==> src/rtl/lsu_pkg.sv <==
// Shared definitions for the MEM-stage load/store unit: func3 codes,
// FSM state encoding and small access-size helpers.
package lsu_pkg;

    // Load func3 codes
    localparam logic [2:0] F3_LB  = 3'b000;
    localparam logic [2:0] F3_LH  = 3'b001;
    localparam logic [2:0] F3_LW  = 3'b010;
    localparam logic [2:0] F3_LBU = 3'b100;
    localparam logic [2:0] F3_LHU = 3'b101;

    // Store func3 codes (share the size encoding of the loads)
    localparam logic [2:0] F3_SB  = 3'b000;
    localparam logic [2:0] F3_SH  = 3'b001;
    localparam logic [2:0] F3_SW  = 3'b010;

    typedef enum logic [1:0] {
        LSU_IDLE = 2'd0,
        LSU_REQ  = 2'd1,
        LSU_WAIT = 2'd2
    } lsu_state_t;

    typedef enum logic [1:0] {
        SZ_BYTE = 2'd0,
        SZ_HALF = 2'd1,
        SZ_WORD = 2'd2
    } acc_size_t;

    // Access size from func3; unknown size codes behave as a word access.
    function automatic acc_size_t f3_size(input logic [2:0] func3);
        acc_size_t sz;
        case (func3[1:0])
            2'b00:   sz = SZ_BYTE;
            2'b01:   sz = SZ_HALF;
            default: sz = SZ_WORD;
        endcase
        return sz;
    endfunction

    // Halfwords need an even address, words a 4-byte aligned one.
    function automatic logic addr_misaligned(input acc_size_t sz, input logic [1:0] lsb);
        logic bad;
        case (sz)
            SZ_HALF: bad = lsb[0];
            SZ_WORD: bad = |lsb;
            default: bad = 1'b0;
        endcase
        return bad;
    endfunction

endpackage

==> src/rtl/load_align.sv <==
// Combinational load-data extraction: picks the addressed byte/halfword
// out of the raw memory word and sign- or zero-extends it.
module load_align
    import lsu_pkg::*;
(
    input  logic [2:0]  func3,
    input  logic [1:0]  addr_lsb,
    input  logic [31:0] rdata,
    output logic [31:0] load_data
);

    logic [7:0]  sel_byte;
    logic [15:0] sel_half;

    // Lane select followed by extension according to func3.
    always_comb begin
        sel_byte  = rdata[{addr_lsb, 3'b000} +: 8];
        sel_half  = addr_lsb[1] ? rdata[31:16] : rdata[15:0];
        load_data = rdata;
        case (func3)
            F3_LB:   load_data = {{24{sel_byte[7]}}, sel_byte};
            F3_LH:   load_data = {{16{sel_half[15]}}, sel_half};
            F3_LBU:  load_data = {24'd0, sel_byte};
            F3_LHU:  load_data = {16'd0, sel_half};
            default: load_data = rdata;
        endcase
    end

endmodule

==> src/rtl/mem_stage_lsu.sv <==
// MEM-stage load/store unit: drives the req/gnt/rvalid data-memory port,
// stalls the pipeline while an access is outstanding and owns MEM/WB.
//
// state    | meaning
// ---------+----------------------------------------------------------
// LSU_IDLE | no access in flight; an aligned access requests this cycle
// LSU_REQ  | request raised but not yet granted; dmem_* held stable
// LSU_WAIT | load granted, waiting for rvalid; request dropped
module mem_stage_lsu
    import lsu_pkg::*;
#(
    parameter int ADDR_W = 32
) (
    input  logic              clk,
    input  logic              rst,

    input  logic [3:0]        MEM_controller_dm_en,
    input  logic              MEM_controller_mux_rd,
    input  logic              MEM_controller_regfile_en,
    input  logic [2:0]        MEM_docoder_func3,
    input  logic [4:0]        MEM_decoder_rd_index,
    input  logic [31:0]       MEM_alu_result,
    input  logic [31:0]       MEM_write_data,

    output logic              dmem_req,
    output logic              dmem_we,
    output logic [3:0]        dmem_wstrb,
    output logic [ADDR_W-1:0] dmem_addr,
    output logic [31:0]       dmem_wdata,
    input  logic              dmem_gnt,
    input  logic              dmem_rvalid,
    input  logic [31:0]       dmem_rdata,

    output logic              mem_stall,
    output logic              misalign_err,

    output logic              WB_controller_mux_rd,
    output logic              WB_controller_regfile_en,
    output logic [4:0]        WB_decoder_rd_index,
    output logic [31:0]       WB_alu_result,
    output logic [31:0]       WB_load_data
);

    lsu_state_t  state;
    acc_size_t   acc_size;
    logic        is_store;
    logic        is_load;
    logic        access;
    logic        misaligned;
    logic        go;
    logic        complete;
    logic        load_done;
    logic [31:0] load_word;

    // Classify the instruction sitting in MEM.
    always_comb begin
        is_store   = |MEM_controller_dm_en;
        is_load    = MEM_controller_mux_rd & MEM_controller_regfile_en;
        access     = is_store | is_load;
        acc_size   = f3_size(MEM_docoder_func3);
        misaligned = access & addr_misaligned(acc_size, MEM_alu_result[1:0]);
        go         = access & ~misaligned;
    end

    // Memory-port payload is taken straight from the held MEM inputs, so it
    // stays stable across REQ without extra holding registers.
    always_comb begin
        dmem_we    = is_store;
        dmem_wstrb = MEM_controller_dm_en;
        dmem_addr  = {MEM_alu_result[ADDR_W-1:2], 2'b00};
        if (acc_size == SZ_WORD)
            dmem_wdata = MEM_write_data;
        else
            dmem_wdata = MEM_write_data << {MEM_alu_result[1:0], 3'b000};
    end

    // Request, completion and stall; everything is forced low during reset so
    // an in-flight request drops the moment rst rises.
    always_comb begin
        dmem_req = 1'b0;
        if (!rst) begin
            case (state)
                LSU_IDLE: dmem_req = go;
                LSU_REQ:  dmem_req = 1'b1;
                default:  dmem_req = 1'b0;
            endcase
        end
        load_done    = (state == LSU_WAIT) & dmem_rvalid;
        complete     = (is_store & dmem_req & dmem_gnt) | load_done;
        mem_stall    = ~rst & go & ~complete;
        misalign_err = ~rst & misaligned & (state == LSU_IDLE);
    end

    // Access sequencing; rvalid outside WAIT is ignored.
    always_ff @(posedge clk) begin
        if (rst) begin
            state <= LSU_IDLE;
        end else begin
            case (state)
                LSU_IDLE: begin
                    if (go) begin
                        if (!dmem_gnt)
                            state <= LSU_REQ;
                        else if (!is_store)
                            state <= LSU_WAIT;
                    end
                end
                LSU_REQ: begin
                    if (dmem_gnt)
                        state <= is_store ? LSU_IDLE : LSU_WAIT;
                end
                LSU_WAIT: begin
                    if (dmem_rvalid)
                        state <= LSU_IDLE;
                end
                default: state <= LSU_IDLE;
            endcase
        end
    end

    load_align u_load_align (
        .func3     (MEM_docoder_func3),
        .addr_lsb  (MEM_alu_result[1:0]),
        .rdata     (dmem_rdata),
        .load_data (load_word)
    );

    // MEM/WB register: bubble while stalled or misaligned. Load data is only
    // captured on the rvalid that completes a load so stray bus values
    // (including a late rvalid after reset) never reach WB.
    always_ff @(posedge clk) begin
        if (rst) begin
            WB_controller_mux_rd     <= 1'b0;
            WB_controller_regfile_en <= 1'b0;
            WB_decoder_rd_index      <= 5'd0;
            WB_alu_result            <= 32'd0;
            WB_load_data             <= 32'd0;
        end else begin
            WB_controller_mux_rd     <= MEM_controller_mux_rd;
            WB_controller_regfile_en <= MEM_controller_regfile_en & ~mem_stall & ~misaligned;
            WB_decoder_rd_index      <= MEM_decoder_rd_index;
            WB_alu_result            <= MEM_alu_result;
            WB_load_data             <= (is_load & load_done) ? load_word : 32'd0;
        end
    end

endmodule

==> config.mk <==
export PLATFORM = sky130hd
export DESIGN_NAME = mem_stage_lsu
export DESIGN_NICKNAME = d
export VERILOG_FILES = /design/src/rtl/lsu_pkg.sv /design/src/rtl/load_align.sv /design/src/rtl/mem_stage_lsu.sv
export SDC_FILE = /design/constraint.sdc
export NUM_CORES = 1
export LEC_CHECK = 0
export CORE_ASPECT_RATIO = 1.25
export CORE_MARGIN = 10
export CORE_UTILIZATION = 36
export DETAILED_ROUTE_END_ITERATION = 7
export PLACE_DENSITY = 0.82
export SKIP_CTS_REPAIR_TIMING = 1
export SYNTH_ARGS = -nofsm -noshare
export SYNTH_HDL_FRONTEND = slang
export SYNTH_SLANG_ARGS = --single-unit
==> constraint.sdc <==
create_clock -name clk -period 2.2 [get_ports clk]
set_input_delay 0.44 -clock clk [delete_from_list [all_inputs] [get_ports clk]]
set_output_delay 0.44 -clock clk [all_outputs]
set_load 0.02 [all_outputs]
; Word-level counts from Yosys, hierarchy flattened
; Index checks and enable logic that the tools add are counted.
[totals]
output_inout_bits = 143
word_cells = 61
inputBits = 114
register_bits = 73
[classes]
n_mux = 14
bitwise = 20
n_eq_ne = 12
n_shift = 2
reduce_logical = 7
[ops]
columns = cell, count
row1 = 32-bit one-hot mux with 4 select lines, 1
row2 = 32-bit 2-to-1 mux, 1
row3 = 32-bit by 6-bit indexed part select with 8-bit output, 1
row4 = 32-bit by 5-bit left shift with 32-bit output, 1
row5 = 16-bit 2-to-1 mux, 1
row6 = 1-bit AND, 13
row7 = 2-bit 2-to-1 mux, 6
row8 = "2-bit by 1-bit equality test with 1-bit output, second input constant", 3
row9 = "3-bit equality test, second input constant", 2
row10 = "2-bit != test, second input constant", 3
row11 = 2-bit one-hot mux with 3 select lines, 1
row12 = 1-bit NOT, 5
row13 = "2-bit equality test, second input constant", 2
row14 = 2-bit logical NOT, 2
row15 = 1-bit one-hot mux with 2 select lines, 2
row16 = 2-bit one-hot mux with 2 select lines, 1
row17 = 4-bit AND reduction, 1
row18 = 2-bit OR reduction, 2
row19 = 4-bit OR reduction, 1
row20 = "3-bit by 1-bit equality test with 1-bit output, second input constant", 1
row21 = 3-bit logical NOT, 1
row22 = "3-bit != test, second input constant", 1
row23 = 1-bit OR, 2
row24 = 1-bit 2-to-1 mux, 1

; Logic depth before layout (Yosys ltp)
; Gate-level depths: netlist (run 1).
[depth]
word_depth = 17
mapped_depth = 7

; By module
; From an unflattened synthesis (run 1), not the netlist that was laid out.
[unflattened]
cells_unflattened = 453
area_unflattened_um2 = 3844.9
[by_module_without_submodules]
columns = module, cells_per_inst, n_inst, area_each_um2
row1 = mem_stage_lsu, 335, 1, 3084.2
row2 = load_align, 118, 1, 760.7

; Least setup slack after synthesis (run 1)
; Ideal clock, no wire load.
[synth_path]
path_kind = input to output
startpoint = input port MEM_alu_result[1]
endpoint = output port dmem_wdata[30]
stages = 5
arrival_time_ns = 1.712
slack_ns = 0.048
cell_sequence = buf_2 > buf_2 > clkbuf_1 > nor2_1 > a221oi_1
[synth_via]
elab_chain_len = 2
[synth_lines]
columns = item, line_no
row1 = from (decl), mem_stage_lsu.sv:22  ; input logic [31:0] MEM_alu_result,
row2 = 32-bit by 5-bit left shift with 32-bit output, mem_stage_lsu.sv:74  ; dmem_wdata = MEM_write_data << {MEM_alu_result[1:0], 3'b000};
row3 = 32-bit 2-to-1 mux, mem_stage_lsu.sv:71  ; if (acc_size == SZ_WORD)
row4 = to (decl), mem_stage_lsu.sv:29  ; output logic [31:0] dmem_wdata,
; No other way between the ends.

; Worst setup path after layout (run 1)
[layout_path]
startpoint = input port MEM_docoder_func3[0]
endpoint = output port mem_stall
[layout_via]
elab_chain_len = 14
word_cells_on_any_way = 17
cone_classes = 3 x eq/ne / 4 x mux / 9 x bitwise / 1 x reduce/logical
[layout_lines]
columns = item, line_no
row1 = from (decl), mem_stage_lsu.sv:20  ; input logic [2:0] MEM_docoder_func3,
row2 = 2-bit by 1-bit equality test with 1-bit output / 2-bit logical NOT (equally long branches), lsu_pkg.sv:32  ; case (func3[1:0])
row3 = 2-bit one-hot mux with 2 select lines (*), lsu_pkg.sv:32
row4 = 2-bit equality test / 2-bit by 1-bit equality test with 1-bit output (equally long branches), lsu_pkg.sv:43  ; case (sz)
row5 = 1-bit one-hot mux with 2 select lines (*), lsu_pkg.sv:43
row6 = 1-bit AND (*), mem_stage_lsu.sv:61  ; misaligned = access & addr_misaligned(acc_size, MEM_alu_result[1:0]);
row7 = 1-bit NOT (*), mem_stage_lsu.sv:62  ; go = access & ~misaligned;
row8 = 1-bit AND (*), mem_stage_lsu.sv:62
row9 = 1-bit one-hot mux with 2 select lines, mem_stage_lsu.sv:82  ; case (state)
row10 = 1-bit 2-to-1 mux, mem_stage_lsu.sv:81  ; if (!rst) begin
row11 = 1-bit AND (2 in a row), mem_stage_lsu.sv:89  ; complete = (is_store & dmem_req & dmem_gnt) | load_done;
row12 = 1-bit OR, mem_stage_lsu.sv:89
row13 = 1-bit NOT, mem_stage_lsu.sv:90  ; mem_stall = ~rst & go & ~complete;
row14 = 1-bit AND (*), mem_stage_lsu.sv:90
row15 = to (decl), mem_stage_lsu.sv:34  ; output logic mem_stall,
; Every way passes the cells marked *; elsewhere a longest branch is shown, timed or not.

==> impl_metrics.csv, run 1 <==
group,metric,value,unit
global_routing,antenna_found_initial,0,
min_path,whs_path_depth,3,
floorplanning,die_w,112,um
pwr,p_int,2.92,mW
global_routing,grt_max_degree,25,
synthesis,ys_types,46,
finish,drive_gt1_share,18.7,%
synthesis,ys_ff_latch,73,
worst_setup_path,crit_type,"input port to output port",
worst_setup_path,r2r_cells,5,
cts,worstSkewPairLatency,0.32,ns
pwr,power.switching,1.04,mW
sta,fmax,462,MHz
synthesis,synth_enable_flop_cells,0,
cts,ctsLongestPathBuffers,2,
cts,cts_tree,"yes",
route,vias,4138,
floorplanning,floorplan.core_area,10200,um^2
worst_setup_path,crit_required,1.76,ns
worst_setup_path,regToRegSetupSlack,0.49,ns
outcome,status,"finished, final reports clean",
floorplanning,die_h,135,um
floorplanning,fp-row-count,41,
synthesis,yosys-top-cells-area,"dfxtp_1 39%, nor2b_1 7.6%, buf_4 7.6%",
route,ant_nets,0,
finish,final_util,68.4,%
synthesis,yosys.area.top_type_share,38.7,%
cts,cts_buffers,9,
sta,hold_ws,0.569,ns
synthesis,ys_seq_area_share,38.7,%
floorplanning,dieArea,15000,um^2
global_routing,grt_pass1_wl,23.2,mm
sta,fin_crit_sh,98.4,%
pwr,sw_frac_of_total,26.3,%
job,drv_cap,0,
synthesis,netlist_instances,437,
global_routing,grt_pass1_vias,4377,
floorplanning,start_util,37.2,%
worst_setup_path,critPathLaunchType,"input port",
synthesis,yosysMostFrequentCell,"dfxtp_1",
finish,nNetsFinal,816,
sta,period_minus_slack,2.17,ns
synthesis,netlist_area,3780,um^2
pwr,p_clk_share,39.3,%
route,post-route-drc-count,0,
pwr,combPwrFrac,26.0,%
sta,tns,0,ns
pwr,powerDensity,570,nW/um^2
placed_design,hpwl,12.5,mm
synthesis,synthTopCellsByCount,"73 x dfxtp_1, 52 x nor2_1, 46 x nor2b_1",
cts,path_clk_slew,0.06,ns
synthesis,yosys_warnings,0,
pwr,irDropWorstVdd,530,uV
sta,setup_viol,0,
finish,final_area,6950,um^2
global_routing,grt.total_usage,19.0,%
route,wire_per_inst,18.3,um
pwr,leakage,3.24,nW
synthesis,synth_ff_type,"dfxtp_1",
min_path,min_path_type,"input port to register",
worst_setup_path,critical_path_arrival,1.73,ns
sta,finalClockSkew,0.00286,ns
placed_design,place.port_buffers,254,
worst_setup_path,endpoint_kind,"output port",
worst_setup_path,crit_path_max_fanout,2,
pwr,finalPower,3.96,mW
sta,drv_slew,0,
global_routing,overflow,0,
route,firstDrtPassIters,4,
route,wl,15.3,mm
finish,antenna_cells,0,
cts,htree_levels,3,
route,viasPerCell,4.96,
placed_design,gp_congestion,0.874,
pwr,seq_power_share,34.7,%
synthesis,yosys.area.top_type,"dfxtp_1",
placed_design,place_area,6540,um^2
cts,root_buffer,"clkbuf_16",
synthesis,synthArstFlopShare,0,%
floorplanning,io_pins,257,
cts,clkSinkCount,73,
synthesis,synth_area_per_cell,8.64,um^2
finish,area_growth,83.9,%
sta,rsz0062_at_grt,"true",
route,drtIter0Drc,154,
sta,hold_viol_final,0,
==> placed cells by master, fill, tap and decap left out, drive strengths merged, types with 2 or more instances in the layout <==
cell type / instances
mux2: 3
o311a: 8
clkinvlp: 2
nor4: 3
a21oi: 17
nand2: 29
clkdlybuf4s50: 211
a21o: 18
a32oi: 4
a221oi: 8
or2: 2
o221a: 7
o21bai: 2
nor2b: 47
o21ai: 17
buf: 75
inv: 14
clkbuf: 22
dlymetal6s2s: 24
mux2i: 18
a31oi: 2
and2: 10
conb: 2
nor3b: 2
a22oi: 13
nor2: 52
dfxtp: 73
nand2b: 9
bufinv: 2
==> worst paths after layout <==
check	from	to
worst max-delay path	MEM_docoder_func3[0]	mem_stall
worst min-delay path	MEM_docoder_func3[1]	WB_load_data[15]
worst max register to register	state[1]	WB_load_data[29]
worst min register to register	state[1]	state[0]
==> metal layers <==
metal  global-route usage [%]  up-vias  part of all wire (%)
li1                         -     1991                     -
met1                     19.2     1914                    38
met2                     33.0      198                    50
met3                     8.69       35                   8.9
met4                     8.23        0                   3.5
met5                        0        -                     0
==> power by group through the flow <==
stage	sequential (mW)	clock (mW)	combinational [mW]
detailed placement	1.40	0	1.04
global route	1.38	1.65	1.10
floorplan	1.45	0	0.416
finish	1.37	1.56	1.03
global placement	1.40	0	1.03
CTS	1.37	1.60	1.05
==> registers in the layout, indices dropped and copies added, names as in the netlist <==
name / flops
WB_decoder_rd_index: 5
WB_controller_regfile_en: 1
WB_controller_mux_rd: 1
WB_load_data: 32
state: 2
WB_alu_result: 32
==> cells by family (layout without fill, tap and decap cells) <==
| kind of cell | after synthesis | after routing | share of synthesized area (%) |
|---|---|---|---|
| muxes | 21 | 21 | 5.67 |
| and+or+nand+nor | 159 | 159 | 22.3 |
| buffers and inverters | 82 | 350 | 12.7 |
| DFF | 73 | 73 | 38.7 |
| AOI/OAI and AO/OA | 101 | 101 | 20.5 |
| other | 1 | 2 | 0.0993 |
==> metrics by stage <==
step	setup slack, ns	std cells
CTS	-0.673	831
detailed placement	-0.665	816
global placement	-0.598	816
global route	-0.0186	835
floorplan	0.0481	438
finish	0.0344	835
==> layout make-up <==
class,instances,area (um^2)
fillers,785,3210
repair buffers,321,3080
multi-input cells,283,1870
flip-flops and latches,73,1460
clock buffers,11,243
well taps,129,161
clock inverters,4,76.3
inverters,14,56.3
==> critical path: stages <==
cell and delay [ns]:
clkdlybuf4s50_1 0.45, or2_4 0.26, a22oi_2 0.20, o311a_2 0.21
buf_2 0.16
Power figures use the tool's default switching activity.
==> run 2: changes to the inputs <==
- HOLD_SLACK_MARGIN: unset -> 0.03
==> results of run 2 <==
The final DEF is identical to that of run 1; final timing and power are the same.
==> run 3: changes to the inputs <==
- CTS_CLUSTER_DIAMETER: unset -> 60
==> results of run 3 <==
The final DEF is identical to that of run 1; final timing and power are the same.
